**src/rtl/ps2_keymatrix.sv**
```systemverilog
// PS/2 set-2 keyboard receiver and decoder maintaining the Spectrum 8x5 key matrix
// read through port FE, plus level-held function-key and modifier flags.
module ps2_keymatrix #(
  parameter int FILTER_LEN  = 8,
  parameter int TIMEOUT_CYC = 28000
) (
  input  logic        CLK,
  input  logic        RESET,
  input  logic        PS2_CLK,
  input  logic        PS2_DAT,
  input  logic [7:0]  addr,
  output logic [4:0]  key_data,
  output logic [11:1] Fn,
  output logic [2:0]  mod,
  output logic        frame_err
);
  localparam int FW = $clog2(FILTER_LEN + 1);
  localparam int TW = $clog2(TIMEOUT_CYC + 1);

  typedef enum logic [1:0] {IDLE, DATA, PARITY, STOP} state_t;

  logic [1:0]    clk_sync, dat_sync;
  logic [FW-1:0] filt_cnt;
  logic          clk_filt;
  logic          smp_vld_p0, smp_bit_p0;

  state_t        state;
  logic [2:0]    bitcnt;
  logic [7:0]    shreg;
  logic          par;
  logic [TW-1:0] tcnt;
  logic          vld_p1;
  logic [7:0]    byte_p1;

  logic          rel, ext;
  logic [2:0]    skip;
  logic [39:0]   base;
  logic          lshift, rshift, alt, rctrl;
  // {Right, Up, Down, Left, Backspace}: each composite key has its own held bit
  logic [4:0]    comp;
  logic [39:0]   eff;
  logic [4:0]    col;

  function automatic logic odd_parity(input logic [7:0] data, input logic p);
    return ^{data, p};
  endfunction

  // One-hot matrix position (row*5 + bit) of a plain key; zero when unmapped.
  function automatic logic [39:0] matrix_mask(input logic [7:0] code);
    logic       hit;
    logic [5:0] idx;
    hit = 1'b1;
    idx = 6'd0;
    case (code)
      8'h1A: idx = 6'd1;   8'h22: idx = 6'd2;   8'h21: idx = 6'd3;   8'h2A: idx = 6'd4;
      8'h1C: idx = 6'd5;   8'h1B: idx = 6'd6;   8'h23: idx = 6'd7;   8'h2B: idx = 6'd8;
      8'h34: idx = 6'd9;   8'h15: idx = 6'd10;  8'h1D: idx = 6'd11;  8'h24: idx = 6'd12;
      8'h2D: idx = 6'd13;  8'h2C: idx = 6'd14;  8'h16: idx = 6'd15;  8'h1E: idx = 6'd16;
      8'h26: idx = 6'd17;  8'h25: idx = 6'd18;  8'h2E: idx = 6'd19;  8'h45: idx = 6'd20;
      8'h46: idx = 6'd21;  8'h3E: idx = 6'd22;  8'h3D: idx = 6'd23;  8'h36: idx = 6'd24;
      8'h4D: idx = 6'd25;  8'h44: idx = 6'd26;  8'h43: idx = 6'd27;  8'h3C: idx = 6'd28;
      8'h35: idx = 6'd29;  8'h5A: idx = 6'd30;  8'h4B: idx = 6'd31;  8'h42: idx = 6'd32;
      8'h3B: idx = 6'd33;  8'h33: idx = 6'd34;  8'h29: idx = 6'd35;  8'h14: idx = 6'd36;
      8'h3A: idx = 6'd37;  8'h31: idx = 6'd38;  8'h32: idx = 6'd39;
      default: hit = 1'b0;
    endcase
    return hit ? (40'd1 << idx) : 40'd0;
  endfunction

  function automatic logic [11:1] fn_mask(input logic [7:0] code);
    logic [11:1] m;
    m = '0;
    case (code)
      8'h05: m[1]  = 1'b1;
      8'h06: m[2]  = 1'b1;
      8'h04: m[3]  = 1'b1;
      8'h0C: m[4]  = 1'b1;
      8'h03: m[5]  = 1'b1;
      8'h0B: m[6]  = 1'b1;
      8'h83: m[7]  = 1'b1;
      8'h0A: m[8]  = 1'b1;
      8'h01: m[9]  = 1'b1;
      8'h09: m[10] = 1'b1;
      8'h78: m[11] = 1'b1;
      default: m = '0;
    endcase
    return m;
  endfunction

  // Stage p0: synchronise, glitch-filter PS2_CLK, sample data on its filtered fall
  always_ff @(posedge CLK) begin
    if (RESET) begin
      clk_sync <= 2'b11;
      dat_sync <= 2'b11;
      clk_filt <= 1'b1;
      filt_cnt <= '0;
    end else begin
      clk_sync <= {clk_sync[0], PS2_CLK};
      dat_sync <= {dat_sync[0], PS2_DAT};
      if (clk_sync[1] == clk_filt) begin
        filt_cnt <= '0;
      end else if (filt_cnt == FW'(FILTER_LEN - 1)) begin
        clk_filt <= clk_sync[1];
        filt_cnt <= '0;
      end else begin
        filt_cnt <= filt_cnt + 1'b1;
      end
    end
  end

  assign smp_vld_p0 = clk_filt && !clk_sync[1] && (filt_cnt == FW'(FILTER_LEN - 1));
  assign smp_bit_p0 = dat_sync[1];

  // Stage p1: frame assembly, validation and inter-edge timeout
  always_ff @(posedge CLK) begin
    if (RESET) begin
      state     <= IDLE;
      bitcnt    <= '0;
      tcnt      <= '0;
      vld_p1    <= 1'b0;
      frame_err <= 1'b0;
    end else begin
      vld_p1    <= 1'b0;
      frame_err <= 1'b0;
      if (smp_vld_p0) begin
        tcnt <= '0;
        case (state)
          IDLE: begin
            if (!smp_bit_p0) begin
              state  <= DATA;
              bitcnt <= '0;
            end
          end
          DATA: begin
            shreg  <= {smp_bit_p0, shreg[7:1]};
            bitcnt <= bitcnt + 3'd1;
            if (bitcnt == 3'd7) state <= PARITY;
          end
          PARITY: begin
            par   <= smp_bit_p0;
            state <= STOP;
          end
          STOP: begin
            state <= IDLE;
            if (smp_bit_p0 && odd_parity(shreg, par)) begin
              vld_p1  <= 1'b1;
              byte_p1 <= shreg;
            end else begin
              frame_err <= 1'b1;
            end
          end
          default: state <= IDLE;
        endcase
      end else if (state != IDLE) begin
        if (tcnt == TW'(TIMEOUT_CYC)) begin
          state     <= IDLE;
          tcnt      <= '0;
          frame_err <= 1'b1;
        end else begin
          tcnt <= tcnt + 1'b1;
        end
      end
    end
  end

  // Stage p2: prefix handling and key state update
  always_ff @(posedge CLK) begin
    if (RESET) begin
      rel    <= 1'b0;
      ext    <= 1'b0;
      skip   <= '0;
      base   <= '0;
      lshift <= 1'b0;
      rshift <= 1'b0;
      alt    <= 1'b0;
      rctrl  <= 1'b0;
      comp   <= '0;
      Fn     <= '0;
    end else if (vld_p1) begin
      if (skip != 3'd0) begin
        skip <= skip - 3'd1;
      end else if (byte_p1 == 8'hF0) begin
        rel <= 1'b1;
      end else if (byte_p1 == 8'hE0) begin
        ext <= 1'b1;
      end else if (byte_p1 == 8'hE1) begin
        skip <= 3'd7;
      end else begin
        rel <= 1'b0;
        ext <= 1'b0;
        if (!ext) begin
          case (byte_p1)
            8'h12: lshift  <= !rel;
            8'h59: rshift  <= !rel;
            8'h66: comp[0] <= !rel;
            8'h11: alt     <= !rel;
            default: begin
              base <= rel ? (base & ~matrix_mask(byte_p1)) : (base | matrix_mask(byte_p1));
              Fn   <= rel ? (Fn & ~fn_mask(byte_p1)) : (Fn | fn_mask(byte_p1));
            end
          endcase
        end else begin
          case (byte_p1)
            8'h6B: comp[1] <= !rel;
            8'h72: comp[2] <= !rel;
            8'h75: comp[3] <= !rel;
            8'h74: comp[4] <= !rel;
            8'h14: rctrl   <= !rel;
            default: ;
          endcase
        end
      end
    end
  end

  always_comb begin
    eff     = base;
    eff[0]  = base[0] | lshift | rshift | (|comp);
    eff[20] = base[20] | comp[0];
    eff[19] = base[19] | comp[1];
    eff[24] = base[24] | comp[2];
    eff[23] = base[23] | comp[3];
    eff[22] = base[22] | comp[4];
    col = '0;
    for (int r = 0; r < 8; r++) begin
      if (!addr[r]) col = col | eff[r*5 +: 5];
    end
  end

  assign key_data = ~col;
  assign mod      = {lshift | rshift, rctrl, alt};

endmodule

```
**config.mk**
```make
export PLATFORM = sky130hd
export DESIGN_NAME = ps2_keymatrix
export DESIGN_NICKNAME = d
export VERILOG_FILES = /design/src/rtl/ps2_keymatrix.sv
export SDC_FILE = /design/constraint.sdc
export NUM_CORES = 1
export LEC_CHECK = 0
export BUFFER_PORTS_ARGS = -buffer_cell sky130_fd_sc_hd__buf_2
export CAP_MARGIN = 40
export CORE_UTILIZATION = 39
export CTS_BUF_LIST = sky130_fd_sc_hd__clkbuf_8 sky130_fd_sc_hd__clkbuf_16
export DETAILED_ROUTE_END_ITERATION = 8
export PLACE_DENSITY = 0.55
export SYNTH_ARGS = -nofsm -noshare
export SYNTH_HDL_FRONTEND = slang
export SYNTH_SLANG_ARGS = --single-unit
```
**constraint.sdc**
```tcl
create_clock -name CLK -period 3.6 [get_ports CLK]
set_clock_uncertainty 0.1 [all_clocks]
set_input_delay 1.08 -clock CLK [delete_from_list [all_inputs] [get_ports CLK]]
set_output_delay 1.08 -clock CLK [all_outputs]
set_load 0.1 [all_outputs]
```
==> reports/qor.yml, run 1 <==
pwr:
  vdd_ir_drop_max_mv: 0.324
  power.density_nw_per_um2: 415
  p_leak_nw: 2.72
global_route:
  grt_pass1_vias: 5186
  grt_usage_pct: 21.8
  grt_max_degree: 35
  grt_pass1_wl_mm: 27.8
  antenna_found_initial: 0
  overflow: 0
synthesis:
  yosysWarnings: 0
  yosysSeqAreaShare_pct: 38.6
  ys_seq_elements: 113
  synth_fp_nets: 712
  synthFlopType: "dfxtp_1"
  synthArstFlopShare_pct: 0
  synth-edff-count: 17
  synthCells: 688
  syn_avg_cell_area_um2: 9.17
  netlist_area_um2: 6310
  yosys.cell_types.count: 87
sta:
  timing.final.crit_period_ns: 3.32
  tightest_slew_ns: 0.729
  slew_headroom_pct: 51.4
  fmax_mhz: 301
  setup_viol: 0
  finalWorstSetupSlack_ns: 0.278
  fin_setup_tns_ns: 0
  finalHoldViolations: 0
  rsz0062_at_grt: "no"
  slew_violations: 0
  period_share_pct: 92.3
cts:
  clk_latency_ns: 0.42
  post-cts-setup-buffers: 0
  cts_sinks: 113
  holdBufCountCts: 0
  htree_levels: 4
  post_cts_resized: 0
  cts.path.max_buffers: 2
  root_buffer: "clkbuf_16"
  clkTransAtPathRegs_ns: 0.06
  cts_buffers: 17
  tritoncts: "yes"
layout:
  final_cells: 950
  final_common_cell: "dfxtp_1"
  drive_gt1_share_pct: 19.5
  final_cell_mix: "dfxtp_1 (96), nor2_1 (64), nand2_1 (55)"
  diodes: 0
  syn2layout_area_growth_pct: 16.6
  nets: 745
setup_path:
  start_kind: "register"
  path_max_fanout: 20
  critPathCaptureType: "register"
  worst-endpoint-required_ns: 3.79
  crit_type: "register to register"
  arrival_ns: 3.51
die:
  die_area_um2: 16700
  io_pins: 32
  die_height_um: 129
  rows: 46
  die_x_um: 129
  initial_core_util_pct: 39.9
  core_um2: 15800
status:
  status: "complete, no violations"
placement:
  place_congestion: 0.892
  portBuffers: 31
  preCtsSetupSlack_ns: 0.267
  dp_cells: 918
  hpwl_mm: 12.4
routing:
  post-route-drc-count: 0
  drt_first_iter_violations: 394
  vias_per_cell: 5.70
  wirelength_mm: 17.0
  num_vias: 5417
  first_pass_iters: 5
  wl_per_cell_um: 17.9
  antenna_left: 0
worst_hold_path:
  min-delay-path-class: "register to register"
flow_run:
  drv_cap: 0
worst max-delay path, stage by stage (launching register included):
cell	delay (ns)
edfxtp_1	0.82
nor4b_1	0.11
buf_4	0.22
a32oi_1	0.28
o21ai_0	0.19
a211oi_1	0.50
nand4_1	0.37
buf_4	0.32
o211ai_1	0.20
o31ai_1	0.09
final timing paths:
path	cells after the start	start	slack, ns	endpoint
min reg2reg	1	dat_sync[0]$_SDFF_PP1_	0.32	dat_sync[1]$_SDFF_PP1_
max	9	byte_p1[6]$_DFFE_PP_	0.28	register
min	1	dat_sync[0]$_SDFF_PP1_	0.32	dat_sync[1]$_SDFF_PP1_
max reg2reg	9	byte_p1[6]$_DFFE_PP_	0.28	register
metrics by stage:
stage                     utilization, %  power, mW  hold slack (ns)  instance area (um^2)
after floorplan                        -       1.34            0.289                  6310
after global placement              42.6       1.36            0.301                  6740
after detailed placement            42.6       1.36            0.306                  6750
after CTS                           46.5       3.09            0.321                  7360
after global routing                46.5       3.16            0.331                  7360
final                               46.5       3.05            0.317                  7360
final cells by class:
cell class / count / area [um^2]
Fill cell: 1508 / 8470
Multi-Input combinational cell: 502 / 3510
Sequential cell: 113 / 2430
Timing Repair Buffer: 61 / 440
Clock buffer: 17 / 425
Tap cell: 216 / 270
Clock inverter: 15 / 183
Inverter: 26 / 97.6
cell usage after synthesis (7+ instances only):
master    number  share of area, %
a211oi_1       8              0.95
a21oi_1       30               2.4
a22oi_1        7              0.83
a311oi_1      11               1.5
a32oi_1        7              0.97
buf_2         12              0.95
buf_4          9               1.1
clkbuf_1      18               1.1
dfxtp_1       96                30
edfxtp_1      17               8.1
ha_1          12               2.4
inv_1         25               1.5
mux2i_1       29               4.6
nand2_1       55               3.3
nand2_2        7              0.69
nand2b_1      15               1.5
nand3_1       25               2.0
nand4_1        9              0.89
nor2_1        64               3.8
nor2b_1       14               1.4
nor3_1        14               1.1
nor4b_1        7              0.97
o211ai_1      13               1.5
o211ai_2       7               1.4
o21ai_0       14               1.1
o31ai_2        7               1.4
or3_1          9              0.89
xnor2_1       14               1.9
xor2_1        11               1.5
cells by family (layout without fill, tap and decap cells):
logic type	count (synthesis)	after routing	share of synthesized area [%]
buffers and inverters	73	119	5.83
XOR/XNOR	26	26	3.83
adder cells (fa/ha/maj)	12	12	2.38
flip-flops	113	113	38.6
AND/OR/NAND/NOR	276	276	24.4
AO/OA/AOI/OAI	158	158	20.3
multiplexers	30	30	4.78
report_power, final:
part,leakage (nW),total [mW],internal (mW),switching [mW]
Clock,0.295,1.72,1.09,0.627
Combinational,1.50,0.0492,0.0121,0.0371
Sequential,0.926,1.28,1.28,0.00158
Total,2.72,3.05,2.39,0.665
layer usage:
metal  global-route usage (%)  routed length (um)  share of wire (%)  vias up
met4                     9.13                 448                2.6        0
met2                     33.5                7620                 45      176
met1                     29.1                8030                 47     2587
li1                         -                   -                  -     2619
met5                        0                   0                  0        -
met3                     5.49                 896                5.3       35
No activity file was read; power rests on OpenSTA's default activity.
==> run 2, diff against run 1 <==
--- a/config.mk
+++ b/config.mk
@@ -10,7 +10,6 @@
 export CORE_UTILIZATION = 39
 export CTS_BUF_LIST = sky130_fd_sc_hd__clkbuf_8 sky130_fd_sc_hd__clkbuf_16
 export DETAILED_ROUTE_END_ITERATION = 8
-export PLACE_DENSITY = 0.55
 export SYNTH_ARGS = -nofsm -noshare
 export SYNTH_HDL_FRONTEND = slang
 export SYNTH_SLANG_ARGS = --single-unit
==> reports/qor.yml, run 2 (synthesized netlist as in run 1, its figures left out) <==
sta:
  finalHoldViolations: 0
  slew_headroom_pct: 48.6
  tightest_slew_ns: 0.764
  period_share_pct: 91.7
  setup_viol: 0
  slew_violations: 0
  fmax_mhz: 303
  rsz0062_at_grt: "no"
  fin_setup_tns_ns: 0
  timing.final.crit_period_ns: 3.30
placement:
  portBuffers: 31
  place_congestion: 0.906
  hpwl_mm: 12.0
  place_area_um2: 6770
global_route:
  grt_max_degree: 45
  grt_pass1_wl_mm: 27.0
  grt_pass1_vias: 5022
  grt_usage_pct: 21.3
  antenna_found_initial: 0
  overflow: 0
cts:
  post-cts-setup-buffers: 0
  clkTransAtPathRegs_ns: 0.05
  cts_sinks: 113
  htree_levels: 4
  holdBufCountCts: 0
  root_buffer: "clkbuf_16"
  post_cts_resized: 0
  cts.path.max_buffers: 2
  clk_latency_ns: 0.42
  cts_buffers: 17
  tritoncts: "yes"
layout:
  nets: 745
  drive_gt1_share_pct: 19.2
  final_common_cell: "dfxtp_1"
  multi_input_area_um2: 3510
  num-fill-cells: 1503
  diodes: 0
  seqCellArea_um2: 2430
  post-route-cell-area_um2: 7460
  final_cell_mix: "dfxtp_1 (96), nor2_1 (64), nand2_1 (55)"
  syn2layout_area_growth_pct: 18.2
routing:
  wl_per_cell_um: 17.8
  vias_per_cell: 5.70
  first_pass_iters: 5
  num_vias: 5410
  post-route-drc-count: 0
  antenna_left: 0
  drt_first_iter_violations: 446
  wirelength_mm: 16.9
die:
  io_pins: 32
  core_um2: 15800
  die_x_um: 129
  die_height_um: 129
  initial_core_util_pct: 39.9
  die_area_um2: 16700
  rows: 46
pwr:
  power.density_nw_per_um2: 436
  vdd_ir_drop_max_mv: 0.353
  p_leak_nw: 2.77
setup_path:
  critPathCaptureType: "primary output"
  crit_type: "input port to primary output"
  worst-endpoint-required_ns: 2.42
  path_max_fanout: 3
  arrival_ns: 2.12
  start_kind: "input port"
status:
  status: "complete, no violations"
worst_hold_path:
  min-delay-path-class: "register to register"
flow_run:
  drv_cap: 0
==> run 2: routing by layer <==
layer	up-vias	GRT usage, %	part of all wire [%]	wire length [um]
met1	2596	28.4	46	7730
met4	0	6.51	1.5	258
met3	25	5.24	6.1	1040
met2	188	33.8	47	7880
met5	-	0	0	0
li1	2601	-	-	-
==> run 2: cell type report <==
type / count / area share (%)
sequential: 113 / 32.6
inverter: 26 / 1.31
clock inverter: 9 / 2.37
clock buffer: 22 / 6.78
timing repair buffer: 61 / 6.24
tap: 216 / 3.62
multi-input combinational: 502 / 47.1
==> run 2: worst paths after layout <==
kind,startpoint,end,slack (ns),depth (start not counted)
max,addr[0],key_data[2],0.30,6
min,dat_sync[0]$_SDFF_PP1_,dat_sync[1]$_SDFF_PP1_,0.31,1
max reg2reg,byte_p1[4]$_DFFE_PP_,register,0.31,8
min reg2reg,dat_sync[0]$_SDFF_PP1_,dat_sync[1]$_SDFF_PP1_,0.31,1
==> run 2: per-stage QoR <==
stage | setup WS [ns] | util (%) | cells | hold slack [ns] | power (mW)
floorplan | 0.0681 | - | 688 | 0.289 | 1.34
global route | 0.130 | 47.1 | 949 | 0.333 | 3.33
finish | 0.298 | 47.1 | 949 | 0.312 | 3.25
CTS | 0.313 | 47.1 | 949 | 0.314 | 3.27
detailed placement | 0.328 | 42.8 | 918 | 0.301 | 1.36
global placement | 0.317 | 42.8 | 918 | 0.296 | 1.35
==> run 2: critical path, stage by stage <==
cell      delay (ns)
buf_2           0.11
inv_1           0.07
a22o_1          0.22
a221oi_1        0.22
o211a_1         0.24
buf_12          0.18
==> run 2: power breakdown <==
group / total, mW / internal, mW / switching [mW]
logic: 0.0469 / 0.0114 / 0.0355
registers: 1.28 / 1.28 / 0.00172
clock network: 1.92 / 1.34 / 0.585
total: 3.25 / 2.63 / 0.623
==> run 3, diff against run 2 <==
==> config.mk (replaced) <==
export PLATFORM = sky130hd
export DESIGN_NAME = ps2_keymatrix
export DESIGN_NICKNAME = d
export VERILOG_FILES = /design/src/rtl/ps2_keymatrix.sv
export SDC_FILE = /design/constraint.sdc
export NUM_CORES = 1
export LEC_CHECK = 0
export BUFFER_PORTS_ARGS = -buffer_cell sky130_fd_sc_hd__clkbuf_2
export CAP_MARGIN = 40
export CORE_UTILIZATION = 50
export CTS_BUF_LIST = sky130_fd_sc_hd__clkbuf_8 sky130_fd_sc_hd__clkbuf_16
export DETAILED_ROUTE_END_ITERATION = 8
export PLACE_DENSITY = 0.67
export SYNTH_ARGS = -nofsm -noshare
export SYNTH_HDL_FRONTEND = slang
export SYNTH_SLANG_ARGS = --single-unit
==> reports/qor.yml, run 3 (synthesized netlist as in run 1, its figures left out) <==
placement:
  place_congestion: 0.922
  hpwl_mm: 11.8
  dp_cells: 867
  portBuffers: 31
  place_area_um2: 6680
  preCtsSetupSlack_ns: 0.233
routing:
  vias_per_cell: 6.03
  wl_per_cell_um: 18.4
  num_vias: 5423
  antenna_left: 0
  drt_first_iter_violations: 420
  wirelength_mm: 16.6
  first_pass_iters: 7
  post-route-drc-count: 0
die:
  initial_core_util_pct: 51.9
  io_pins: 32
  core_um2: 12200
  die_area_um2: 13100
  die_height_um: 114
  die_x_um: 114
  rows: 40
sta:
  finalHoldViolations: 0
  fin_setup_tns_ns: 0
  finalWorstSetupSlack_ns: 0.218
  period_share_pct: 94.0
  fmax_mhz: 296
  timing.final.crit_period_ns: 3.38
  slew_headroom_pct: 44.1
  rsz0062_at_grt: "no"
  tightest_slew_ns: 0.827
  setup_viol: 0
  slew_violations: 0
cts:
  clkTransAtPathRegs_ns: 0.06
  cts_buffers: 17
  root_buffer: "clkbuf_16"
  holdBufCountCts: 0
  post_cts_resized: 0
  clk_latency_ns: 0.42
  cts.path.max_buffers: 2
  htree_levels: 4
  tritoncts: "yes"
  cts_sinks: 113
  post-cts-setup-buffers: 0
setup_path:
  r2r_start: "byte_p1[5]$_DFFE_PP_"
  worstSetupEndpoint: "key_data[0]"
  worstRegToRegCells: 8
  critPathLaunch: "addr[1]"
  crit_family: "compound AO/OA/AOI/OAI gates"
  slowest_stage: "a221oi_1"
  path_max_fanout: 5
  critical-path-max-stage-delay_ns: 0.27
  crit_cells: 6
  crit_chain: "clkbuf_2 > inv_1 > a22o_1 > a221oi_1 > and3b_1 > buf_12"
  worst-endpoint-required_ns: 2.42
  crit_type: "input port to primary output"
  arrival_ns: 2.20
  start_kind: "input port"
  critPathCaptureType: "primary output"
  reg2reg_slack_ns: 0.31
  path_buf_inv: 3
worst_hold_path:
  min-delay-path-class: "register to register"
  min_from: "clk_sync[0]$_SDFF_PP1_"
pwr:
  power.total_mw: 3.03
  power.density_nw_per_um2: 416
  vdd_ir_drop_max_mv: 0.331
  p_leak_nw: 2.69
global_route:
  grt_max_degree: 35
  antenna_found_initial: 0
  grt_pass1_vias: 5247
  overflow: 0
  grt_pass1_wl_mm: 26.6
  grt_usage_pct: 26.5
layout:
  post-route-cell-area_um2: 7280
  nets: 742
  final_cells: 899
  final_cell_mix: "dfxtp_1 (96), nor2_1 (64), nand2_1 (55)"
  drive_gt1_share_pct: 19.2
  num-fill-cells: 1043
  syn2layout_area_growth_pct: 15.4
  final_common_cell: "dfxtp_1"
  diodes: 0
status:
  status: "complete, no violations"
flow_run:
  drv_cap: 0
-- run 3: cell count changes in the layout (fill, tap and decap cells not counted), moves of 3 or more --
cell / previous run / this run
buf_2: 27 / 0
clkbuf_8: 4 / 0
clkbuf_2: 0 / 26
clkinvlp_4: 0 / 4
inv_6: 0 / 8
bufinv_16: 5 / 2
-- run 3: worst register-to-register path, stage by stage (launching register included) --
cell       delay, ns
edfxtp_1        0.76
nor4b_1         0.13
buf_4           0.22
a32oi_1         0.26
o211ai_1        0.25
a2111oi_2       0.73
nand3_1         0.33
o211ai_1        0.26
o31ai_1         0.11
-- run 3: area by class of cell --
| type | count | area [um^2] | area share (%) |
|---|---|---|---|
| Multi-Input combinational cell | 502 | 3510 | 48.2 |
| Inverter | 26 | 97.6 | 1.34 |
| Sequential cell | 113 | 2430 | 33.4 |
| Tap cell | 168 | 210 | 2.89 |
| Clock buffer | 17 | 425 | 5.84 |
| Timing Repair Buffer | 58 | 433 | 5.95 |
| Clock inverter | 15 | 171 | 2.36 |
-- run 3: stage by stage --
stage               hold slack [ns]  util [%]
floorplan                     0.289         -
global placement              0.293      54.9
detailed placement            0.307      54.9
CTS                           0.322      59.8
global route                  0.334      59.8
finish                        0.316      59.8
-- run 3: how the worst min path moves through the flow --
stage | to | slack [ns] | cells past startpoint
2_1_floorplan | clk_sync[1]$_SDFF_PP1_ | 0.29 | 1
3_3_place_gp | dat_sync[1]$_SDFF_PP1_ | 0.29 | 1
3_5_place_dp | clk_sync[1]$_SDFF_PP1_ | 0.31 | 1
4_1_cts | clk_sync[1]$_SDFF_PP1_ | 0.32 | 1
5_1_grt | dat_sync[1]$_SDFF_PP1_ | 0.33 | 1
6_report | clk_sync[1]$_SDFF_PP1_ | 0.32 | 1
-- run 3: layer usage --
layer | GRT usage [%] | wire (um) | up-vias
li1 | - | - | 2598
met1 | 32.7 | 7220 | 2585
met2 | 44.3 | 7870 | 197
met3 | 6.25 | 1060 | 43
met4 | 11.1 | 437 | 0
met5 | 0 | 0 | -
-- run 3: where the power goes --
part / internal [mW] / switching (mW) / total, mW
Clock: 1.04 / 0.661 / 1.70
Sequential: 1.28 / 0.00159 / 1.28
Combinational: 0.0113 / 0.0362 / 0.0476
